===== config.mk =====
export PLATFORM = sky130hd
export DESIGN_NAME = uart_num_parser
export DESIGN_NICKNAME = d
export VERILOG_FILES = /design/src/rtl/uart_num_parser.sv
export SDC_FILE = /design/constraint.sdc
export NUM_CORES = 1
export LEC_CHECK = 0
export CAP_MARGIN = 25
export CORE_MARGIN = 3
export CORE_UTILIZATION = 59
export CTS_CLUSTER_SIZE = 20
export DETAILED_ROUTE_END_ITERATION = 8
export HOLD_SLACK_MARGIN = 0.1
export PLACE_DENSITY = 0.84
export SETUP_SLACK_MARGIN = 0.15
export SYNTH_ARGS = -nofsm -noshare
export SYNTH_HDL_FRONTEND = slang
export SYNTH_SLANG_ARGS = --single-unit

===== constraint.sdc =====
create_clock -name clk -period 7.4 [get_ports clk]
set_input_delay 1.11 -clock clk [delete_from_list [all_inputs] [get_ports clk]]
set_output_delay 1.11 -clock clk [all_outputs]
set_load 0.1 [all_outputs]

===== src/rtl/uart_num_parser.sv =====
// Receive-side ASCII decimal tokenizer: whitespace-delimited numbers in, one value or error pulse per token out.
// Optional signed tokens ("-12") are enabled by defining UART_NUM_NEG_EN.
module uart_num_parser #(
  parameter int VAL_W      = 8,
  parameter int MAX_VAL    = 255,
  parameter int MAX_DIGITS = 5
) (
  input  logic             clk,
  input  logic             rst_n,
  input  logic             rx_valid,
  input  logic [7:0]       rx_data,
  input  logic             flush,
  output logic             num_valid,
  output logic [VAL_W-1:0] num_value,
  output logic             num_err,
  output logic             busy
);

  localparam int PW = VAL_W + 4;
  localparam int CW = $clog2(MAX_DIGITS + 1);

`ifdef UART_NUM_NEG_EN
  localparam int HALF    = 2 ** (VAL_W - 1);
  localparam int POS_LIM = (MAX_VAL < HALF - 1) ? MAX_VAL : HALF - 1;
  localparam int NEG_LIM = (MAX_VAL < HALF) ? MAX_VAL : HALF;
`else
  localparam int POS_LIM = MAX_VAL;
`endif

  typedef enum logic [1:0] {
    S_IDLE,
    S_NUM,
    S_SKIP
`ifdef UART_NUM_NEG_EN
    , S_SIGN
`endif
  } state_t;

  state_t           state_q, state_d;
  logic [VAL_W-1:0] acc_q, acc_d;
  logic [CW-1:0]    cnt_q, cnt_d;
  logic             ovf_q, ovf_d;
  logic [VAL_W-1:0] num_value_q, num_value_d;
  logic             num_valid_q, num_valid_d;
  logic             num_err_q, num_err_d;
  logic             tok_clear;

  logic             is_digit, is_delim;
  logic [3:0]       digit;
  logic [PW-1:0]    digit_w, prod, lim;
  logic [VAL_W-1:0] signed_acc;

  assign is_digit = (rx_data >= 8'h30) && (rx_data <= 8'h39);
  assign is_delim = (rx_data == 8'h20) || (rx_data == 8'h0D) || (rx_data == 8'h0A);
  assign digit    = rx_data[3:0];
  assign digit_w  = PW'(digit);
  // acc never exceeds the limit, so acc*10+9 always fits in VAL_W+4 bits
  assign prod     = PW'(acc_q) * PW'(10) + digit_w;

`ifdef UART_NUM_NEG_EN
  logic neg_q, neg_d;
  logic is_minus;
  assign is_minus   = (rx_data == 8'h2D);
  assign lim        = neg_q ? PW'(NEG_LIM) : PW'(POS_LIM);
  assign signed_acc = neg_q ? (VAL_W'(0) - acc_q) : acc_q;
`else
  assign lim        = PW'(POS_LIM);
  assign signed_acc = acc_q;
`endif

  always_ff @(posedge clk or negedge rst_n) begin
    if (!rst_n) begin
      state_q     <= S_IDLE;
      acc_q       <= '0;
      cnt_q       <= '0;
      ovf_q       <= 1'b0;
      num_value_q <= '0;
      num_valid_q <= 1'b0;
      num_err_q   <= 1'b0;
`ifdef UART_NUM_NEG_EN
      neg_q       <= 1'b0;
`endif
    end else begin
      state_q     <= state_d;
      acc_q       <= acc_d;
      cnt_q       <= cnt_d;
      ovf_q       <= ovf_d;
      num_value_q <= num_value_d;
      num_valid_q <= num_valid_d;
      num_err_q   <= num_err_d;
`ifdef UART_NUM_NEG_EN
      neg_q       <= neg_d;
`endif
    end
  end

  always_comb begin
    state_d     = state_q;
    acc_d       = acc_q;
    cnt_d       = cnt_q;
    ovf_d       = ovf_q;
    num_value_d = num_value_q;
    num_valid_d = 1'b0;
    num_err_d   = 1'b0;
    tok_clear   = 1'b0;
`ifdef UART_NUM_NEG_EN
    neg_d       = neg_q;
`endif

    if (flush) begin
      state_d   = S_IDLE;
      tok_clear = 1'b1;
    end else if (rx_valid) begin
      case (state_q)
        S_IDLE: begin
          if (is_digit) begin
            state_d = S_NUM;
            acc_d   = VAL_W'(digit);
            cnt_d   = CW'(1);
            ovf_d   = digit_w > PW'(POS_LIM);
`ifdef UART_NUM_NEG_EN
          end else if (is_minus) begin
            state_d = S_SIGN;
`endif
          end else if (!is_delim) begin
            state_d = S_SKIP;
          end
        end

`ifdef UART_NUM_NEG_EN
        S_SIGN: begin
          if (is_digit) begin
            state_d = S_NUM;
            neg_d   = 1'b1;
            acc_d   = VAL_W'(digit);
            cnt_d   = CW'(1);
            ovf_d   = digit_w > PW'(NEG_LIM);
          end else if (is_delim) begin
            state_d   = S_IDLE;
            num_err_d = 1'b1;
            tok_clear = 1'b1;
          end else begin
            state_d = S_SKIP;
          end
        end
`endif

        S_NUM: begin
          if (is_digit) begin
            // once overflowed, acc and cnt freeze; the token is already lost
            if (!ovf_q) begin
              if ((prod > lim) || (cnt_q >= CW'(MAX_DIGITS))) begin
                ovf_d = 1'b1;
              end else begin
                acc_d = prod[VAL_W-1:0];
                cnt_d = cnt_q + CW'(1);
              end
            end
          end else if (is_delim) begin
            state_d   = S_IDLE;
            tok_clear = 1'b1;
            if (ovf_q) begin
              num_err_d = 1'b1;
            end else begin
              num_valid_d = 1'b1;
              num_value_d = signed_acc;
            end
          end else begin
            state_d = S_SKIP;
          end
        end

        S_SKIP: begin
          if (is_delim) begin
            state_d   = S_IDLE;
            num_err_d = 1'b1;
            tok_clear = 1'b1;
          end
        end

        default: begin
          state_d   = S_IDLE;
          tok_clear = 1'b1;
        end
      endcase
    end

    if (tok_clear) begin
      acc_d = '0;
      cnt_d = '0;
      ovf_d = 1'b0;
`ifdef UART_NUM_NEG_EN
      neg_d = 1'b0;
`endif
    end
  end

  assign num_valid = num_valid_q;
  assign num_err   = num_err_q;
  assign num_value = num_value_q;
  assign busy      = (state_q != S_IDLE);

endmodule


==> results.txt, run 1 <==
The flow ran to the end, and the final reports show no timing, DRC or antenna violations. The x dimension of the die is between 60 and 70 µm. In this run the deepest clock path goes through 2 buffers. The largest single stage delay on the critical path is between 0.6 and 0.7 ns. The fill cell total of the finished layout is approximately 220. Traced cell by cell, the critical path runs through clkdlybuf4s50_1 > and4bb_1 > nand2_1 > a2111oi_2 > nand2_2 > nor4_4 > mux2_2. The count of instances resized after the clock tree is built is 0. The critical setup path kind is in -> reg. The worst hold path begins at num_value[2].

In the post-synthesis netlist, the cell with the most instances is dfrtp_1. The time the final worst path needs with I/O delays and setup came out at 3.54 ns. The power density normalized to cell area is roughly 130 nW/µm². For the worst-skew pair, the clock arrives at the later sink with an insertion delay of 0.34 ns.

The number of distinct library cells after synthesis is 47. The clock transition at the registers of the reported paths is 0.14 ns. The total congestion overflow after global routing is 0. The number of I/O pins came out at 23. The share of the core filled with cells in the final layout came out at about 75%. The number of buffers added by the clock tree synthesis step is 3. The number of placement rows is 19.

The number of enable-type register cells in the synthesized netlist is 0. In this run the worst hold path is classified as reg -> reg. The worst clock skew is 0.0189 ns. The net count reported at finish is around 240. The area growth from synthesis to final layout is 17.3%.

The vias after detailed routing is between 1,500 and 2,000. The floorplan step defined a core boundary enclosing approximately 2800 µm². The static leakage is 0.000950 µW. The mapped netlist covers between 1500 and 2000 µm². TritonCTS built the clock tree.

By area the synthesized netlist is led by dfrtp_1, ha_1, mux2_2, nand2_1, nor2_1. The worst setup path is captured at a register. The overall routing resource usage came out at roughly 24%. Setup repair after global routing left no endpoint under its margin. The via count of the first global-routing pass was ~1,500. In this run the tightest slew margin relative to its limit is roughly 35%. The warning count from the yosys run is 0. Synthesis inferred 24 register bits.

The maximum number of pins on one net before global-route repair is 21. Once detail routing completed, the nets flagged for antenna violations numbered 0. The leading area contributor after synthesis is dfrtp_1.

OpenSTA, run right after detailed placement, puts the worst setup slack at 3.50 ns. The initial antenna violation count came out at 0. 0 antenna diodes ended up in the layout.

The average wire per cell in the routed design is around 17 µm. The cell sitting at the root of the clock tree is a clkbuf_4. The final count of hold timing violations is 0. The sum of negative setup slack came out at 0 ns.

The number of standard cells after synthesis came out at between 150 and 200. The transition time at the pin with the least slew margin is roughly 1 ns. The net count of the mapped netlist came out at about 220. The final number of setup-violating endpoints is 0. The setup slack after layout came out at 3.86 ns. The worst setup path startpoint is rx_data[2].

The mean instance size in the synthesized netlist is approximately 9.8 µm². The period utilization came out at around 48%. The number of DRC violations after detailed-routing iteration 0 came out at 46. The maximum clock frequency is between 200 and 300 MHz. The final count of pins violating max slew is 0.

In this run the number of H-tree levels came out at 1. After detailed routing, the number of remaining DRC violations is 0. The area share of the largest cell type after synthesis is 33.4%. The die is between 60 and 70 µm tall. Buffers added to address setup during post-CTS repair amount to 0. The number of hold buffers added after CTS is 0. The maximum net fanout on the critical path came out at 9. For the worst setup path, the data arrival time is 3.77 ns.

For this run, asynchronously set or reset flops after synthesis account for 100%. The proportion of layout cells with a drive suffix above 1 is under 10%. Buffers placed on the I/O ports in this run total 22. The worst setup path is launched from an input pin. The die covers between 3000 and 4000 µm². Counting instances in the post-synthesis netlist gives the leading cell types as dfrtp_1, ha_1, nand2_1. The most used flip-flop cell after synthesis is dfrtp_1.

The max capacitance violation total came out at 0. The required time reported for the critical path endpoint came out at between 7 and 8 ns. Using the TritonRoute via totals, the vias-per-cell ratio works out to between 6 and 7. The startpoint identified for the worst register-to-register timing path is acc_q[1].

For this run, the detailed router's first-pass iteration total came to 4. The peak supply drop came out at ~0.000075 V. The congestion estimate from routability-driven global placement came to ~0.84. The first global-routing pass estimated 6.80 mm of wire. The share of the Yosys chip area taken by registers is around a third. The slowest stage of the critical path belongs to the cell nor4_4. The initial core utilization came out at around 64%.

The wire length after detailed routing came out at 4.00 mm. Counting every sink on the clock net gives 24. The estimated wirelength of the detail-placed design is approximately 3.1 mm.
## critical path, delay by kind of cell
kind            cells  cell delay, ns
compound gates      1            0.57
buf+inv             1            0.59
mux                 1            0.41
simple gates        4            1.08
## registers in the layout (all words and copies together), names as in the netlist
name	flops
acc_q	8
num_value	8
cnt_q	3
state_q	2
num_err	1
num_valid	1
ovf_q	1
## layout by cell type (no fill, tap or decap), types with 2 or more instances in the layout
cell             netlist  final
xnor2_1                5      5
a2bb2oi_1              2      2
clkdlybuf4s50_1        0     22
o211ai_1               2      2
nor3_1                 2      2
dfrtp_1               24     24
a221o_1                2      2
a21o_1                 3      3
o31a_1                 2      2
o21ai_0                5      5
or2_2                  2      2
a21oi_1                6      6
nor2b_1                2      2
xor2_1                 3      3
o211a_1                3      3
nor2_1                13     13
or3_1                  2      2
nand4_1                5      5
o21a_1                 2      2
mux2_2                 8      8
a31oi_1                7      7
nor4b_1                2      2
a211oi_1               2      2
nand2_1               18     18
clkbuf_4               0      3
ha_1                  21     21
fa_1                   2      2
inv_1                  9      9
nand2b_1               3      3
mux2i_1                3      3
nand3b_1               3      3
## cell type report
| type | count | area [µm²] | area share (%) |
|---|---|---|---|
| multi-input combinational | 146 | 1150 | 54.4 |
| sequential | 24 | 601 | 28.5 |
| timing repair buffer | 23 | 235 | 11.2 |
| tap | 31 | 38.8 | 1.84 |
| inverter | 9 | 33.8 | 1.60 |
| clock inverter | 1 | 30.0 | 1.42 |
| clock buffer | 3 | 22.5 | 1.07 |
## layer usage
metal / track usage (%) / share of wire (%) / vias up
met1: 32.2 / 45 / 761
met4: 10.5 / 2.0 / 0
met3: 3.35 / 3.1 / 9
li1: - / - / 730
met5: 0 / 0 / -
met2: 39.6 / 50 / 34
## stage by stage
step	power [µW]	instances	hold slack (ns)	instance area [µm²]
after floorplan	158	183	0.535	1800
after global placement	173	232	0.491	2040
after detailed placement	176	233	0.500	2060
after CTS	273	237	0.534	2110
after global routing	284	237	0.553	2110
final	274	237	0.530	2110
## cell families (layout without fill, tap and decap cells)
group           count (synthesis)  in the layout  synth area share, %
simple gates                   58             58                 17.6
compound gates                 46             46                 18.8
flops                          24             24                 33.4
fa+ha+maj                      23             23                 16.8
buf+inv                        13             36                 2.78
mux                            11             11                 6.68
xor+xnor                        8              8                 3.90
## power breakdown
group          internal [µW]  leakage [µW]  switching [µW]
logic                   16.3      0.000589            23.0
registers                133      0.000334            1.98
clock network           54.9     0.0000279            45.6
total                    204      0.000950            70.6
## final timing paths
path	end	slack (ns)	cells after the start
hold reg to reg	num_value[2]	0.53	1
setup reg to reg	acc_q[3]	3.98	10
max in group asynchronous	num_value[2]	5.99	2
setup / recovery	num_value[5]	3.86	7
hold / removal	num_value[2]	0.53	1
min in group asynchronous	num_value[6]	1.00	1
(Power assumes the default switching activity.)
==> inputs of run 2 (changes only) <==
--- a/config.mk
+++ b/config.mk
@@ -7,11 +7,11 @@
 export LEC_CHECK = 0
 export CAP_MARGIN = 25
 export CORE_MARGIN = 3
-export CORE_UTILIZATION = 59
+export CORE_UTILIZATION = 55
 export CTS_CLUSTER_SIZE = 20
 export DETAILED_ROUTE_END_ITERATION = 8
 export HOLD_SLACK_MARGIN = 0.1
-export PLACE_DENSITY = 0.84
+export PLACE_DENSITY = 0.79
 export SETUP_SLACK_MARGIN = 0.15
 export SYNTH_ARGS = -nofsm -noshare
 export SYNTH_HDL_FRONTEND = slang
==> constraint.sdc (replaced) <==
create_clock -name clk -period 3.4 [get_ports clk]
set_input_delay 0.51 -clock clk [delete_from_list [all_inputs] [get_ports clk]]
set_output_delay 0.51 -clock clk [all_outputs]
set_load 0.1 [all_outputs]
==> results.txt, run 2 (synthesized netlist as in run 1, its figures left out) <==
The vias after detailed routing is approximately 1,600. TritonCTS built the clock tree. In the routed layout, each cell is associated on average with a via count of ~6.2.

The total congestion overflow after global routing is 0. The die covers between 3000 and 4000 µm². The number of hold buffers added after CTS is 0. The net count reported at finish is roughly 250.

The clock arrives with 0.0136 ns of skew. From left edge to right edge, the die measures about 63 µm. The fill cell total of the finished layout came out at 220. The required time reported for the critical path endpoint is between 3 and 4 ns.

The peak supply drop came out at ~0.00016 V. The met2 routing resource usage after global routing is 39.3%. The area of the placeable core came out at around 3000 µm². The area growth from synthesis to final layout is 27.7%. The sum of negative setup slack came out at 0 ns. The via count of the first global-routing pass was around 1,600. The number of H-tree branching levels came out at 1. The maximum cell stage delay along the critical path is 0.48 ns. The clock transition at the registers of the reported paths came out at around 0.14 ns. In this run, CTS created clock tree buffers numbering 3. In this run the core area contains 20 standard-cell rows.

The worst-skew pair later-pin latency came out at around 0.33 ns. STA classifies the critical path endpoint as a register. The DRC violations left is 0. The worst endpoint data arrival time came out at between 3 and 4 ns. Timing would allow up to ~310 MHz. After detailed routing, the average wire length per cell comes to between 15 and 20 µm.

The HPWL after detailed placement is between 3 and 4 mm. The worst setup slack for register-to-register paths is around 0.20 ns. The number of diodes added for antenna fixing is 0.

The met3 track utilization from global routing came out at 3.57%. On the critical path the largest part of the delay comes from adder cells. The clock tree root buffer cell is clkbuf_4.

After global routing, the most crowded layer is met2. The max capacitance violation total is 0. The maximum net fanout on the critical path is 4.

The leading cell type in the layout, fill and taps excluded is dfrtp_1. The power density normalized to cell area came out at 234 nW/µm². The setup slack after layout came out at 0.199 ns. Traced cell by cell, the critical path runs through ha_1 > ha_2 > inv_2 > fa_2 > nand2b_1 > or3_4 > nor4b_4 > o2111ai_4 > a221o_1 > o211a_1.

The placer congestion estimate came out at 0.841. Setup repair after global routing left no endpoint under its margin. The transition time at the pin with the least slew margin is slightly below 1 ns.

The proportion of layout cells with a drive suffix above 1 is a little over a fifth. The worst slew margin relative to its limit came out at between 30% and 40%. The overall routing resource usage is 22.6%.

The number of buffers and inverters on the critical path is 1. The deepest clock path buffer count is 2. Hold is met by between 0.4 and 0.5 ns. The length in cells of the worst reg-to-reg path is 10. The final critical path takes up 94.2% of the cycle. The worst setup path is launched from a register.

The initial antenna violation count came out at 0. In this run the static leakage power is 0.00102 µW. The detailed router finished its first iteration with 92 violations. The final antenna-violating net count is 0. The first detailed-routing pass ran for 4 iterations. The library cells used most frequently in the layout, excluding fill and tap cells, are dfrtp_1, clkdlybuf4s50_1, ha_1, nand2_1, nor2_1. From bottom edge to top edge, the die measures 63.2 µm. The final count of pins violating max slew is 0. The time the final worst path needs with I/O delays and setup is 3.20 ns.

The number of buffers added on ports came out at 22. For met1 alone, demand over resource in global routing was roughly 30%. The wire length after detailed routing is around 4.5 mm.

The maximum number of pins on one net before global-route repair is 25. The class of the tightest hold or removal check is in -> async. The final number of setup-violating endpoints is 0. The sink count of the clock tree came out at 24. At the placement stage, the worst setup path has a slack of slightly above 0.07 ns. The setup path with the least slack is of type reg -> reg. The initial utilization of the core area, before any placement, comes to between 50% and 60%.

The number of I/O pins is 23. In this run the critical register-to-register path is captured at acc_q[1]. The wire length of the first global-routing pass came out at 7.32 mm.

The run finished with clean final reports. The startpoint of the worst-slack reg-to-reg timing path is acc_q[1]. On the critical path, the stage with the largest delay is an instance of fa_2. The final count of hold timing violations came to 0.
[run 2: cell types whose count changed in the layout (fill, tap and decap cells not counted), sizes merged]
cell	previous run	this run
buf	1	12
bufinv	1	0
clkbuf	3	4
clkdlybuf4s50	22	21
o211a	3	4
[run 2: area by class of cell]
class / instances / area, µm² / area share (%)
inverters: 9 / 33.8 / 1.47
multi-input cells: 147 / 1260 / 55.1
repair buffers: 33 / 304 / 13.2
clock buffers: 4 / 36.3 / 1.58
flip-flops and latches: 24 / 602 / 26.2
well taps: 44 / 55.1 / 2.40
[run 2: worst register-to-register path, cell delays in order, from the launching register on]
cell and delay (ns):
dfrtp_2 0.46, ha_1 0.30, ha_2 0.19, inv_2 0.04
fa_2 0.48, nand2b_1 0.18, or3_4 0.40, nor4b_4 0.39
o2111ai_4 0.18, a221o_1 0.36, o211a_1 0.13
[run 2: metal layers]
metal | wire length [µm] | part of all wire, %
met4 | 77 | 1.7
met1 | 1830 | 41
met3 | 275 | 6.1
met2 | 2310 | 51
met5 | 0 | 0
[run 2: how the worst max path moves through the flow]
stage / start / end / slack (ns) / cells after the start
after floorplan: acc_q[1] / acc_q[1] / 0.35 / 10
after global placement: acc_q[1] / acc_q[1] / 0.24 / 12
after detailed placement: acc_q[1] / cnt_q[0] / 0.07 / 10
after CTS: acc_q[1] / acc_q[0] / 0.15 / 12
after global routing: acc_q[2] / acc_q[1] / 0.08 / 9
final: acc_q[1] / acc_q[1] / 0.20 / 10
[run 2: report_power, final]
| group | switching [µW] | internal (µW) | total [µW] |
|---|---|---|---|
| logic | 52.5 | 37.0 | 89.5 |
| registers | 3.74 | 288 | 292 |
| clock network | 90.5 | 65.6 | 156 |
[run 2: stage by stage]
stage | utilization (%) | power [µW] | std cells | area, µm²
global placement | 68.0 | 377 | 250 | 2090
finish | 74.6 | 538 | 261 | 2300
global route | 74.6 | 558 | 261 | 2300
floorplan | - | 345 | 183 | 1800
detailed placement | 68.0 | 382 | 250 | 2090
CTS | 70.3 | 532 | 256 | 2160
[run 2: what timing repair did]
item,CTS,global route
setup endpoints to repair,10,11
pin swaps,1,6
resized for setup,5,18
setup buffers,1,4
gates cloned,1,0
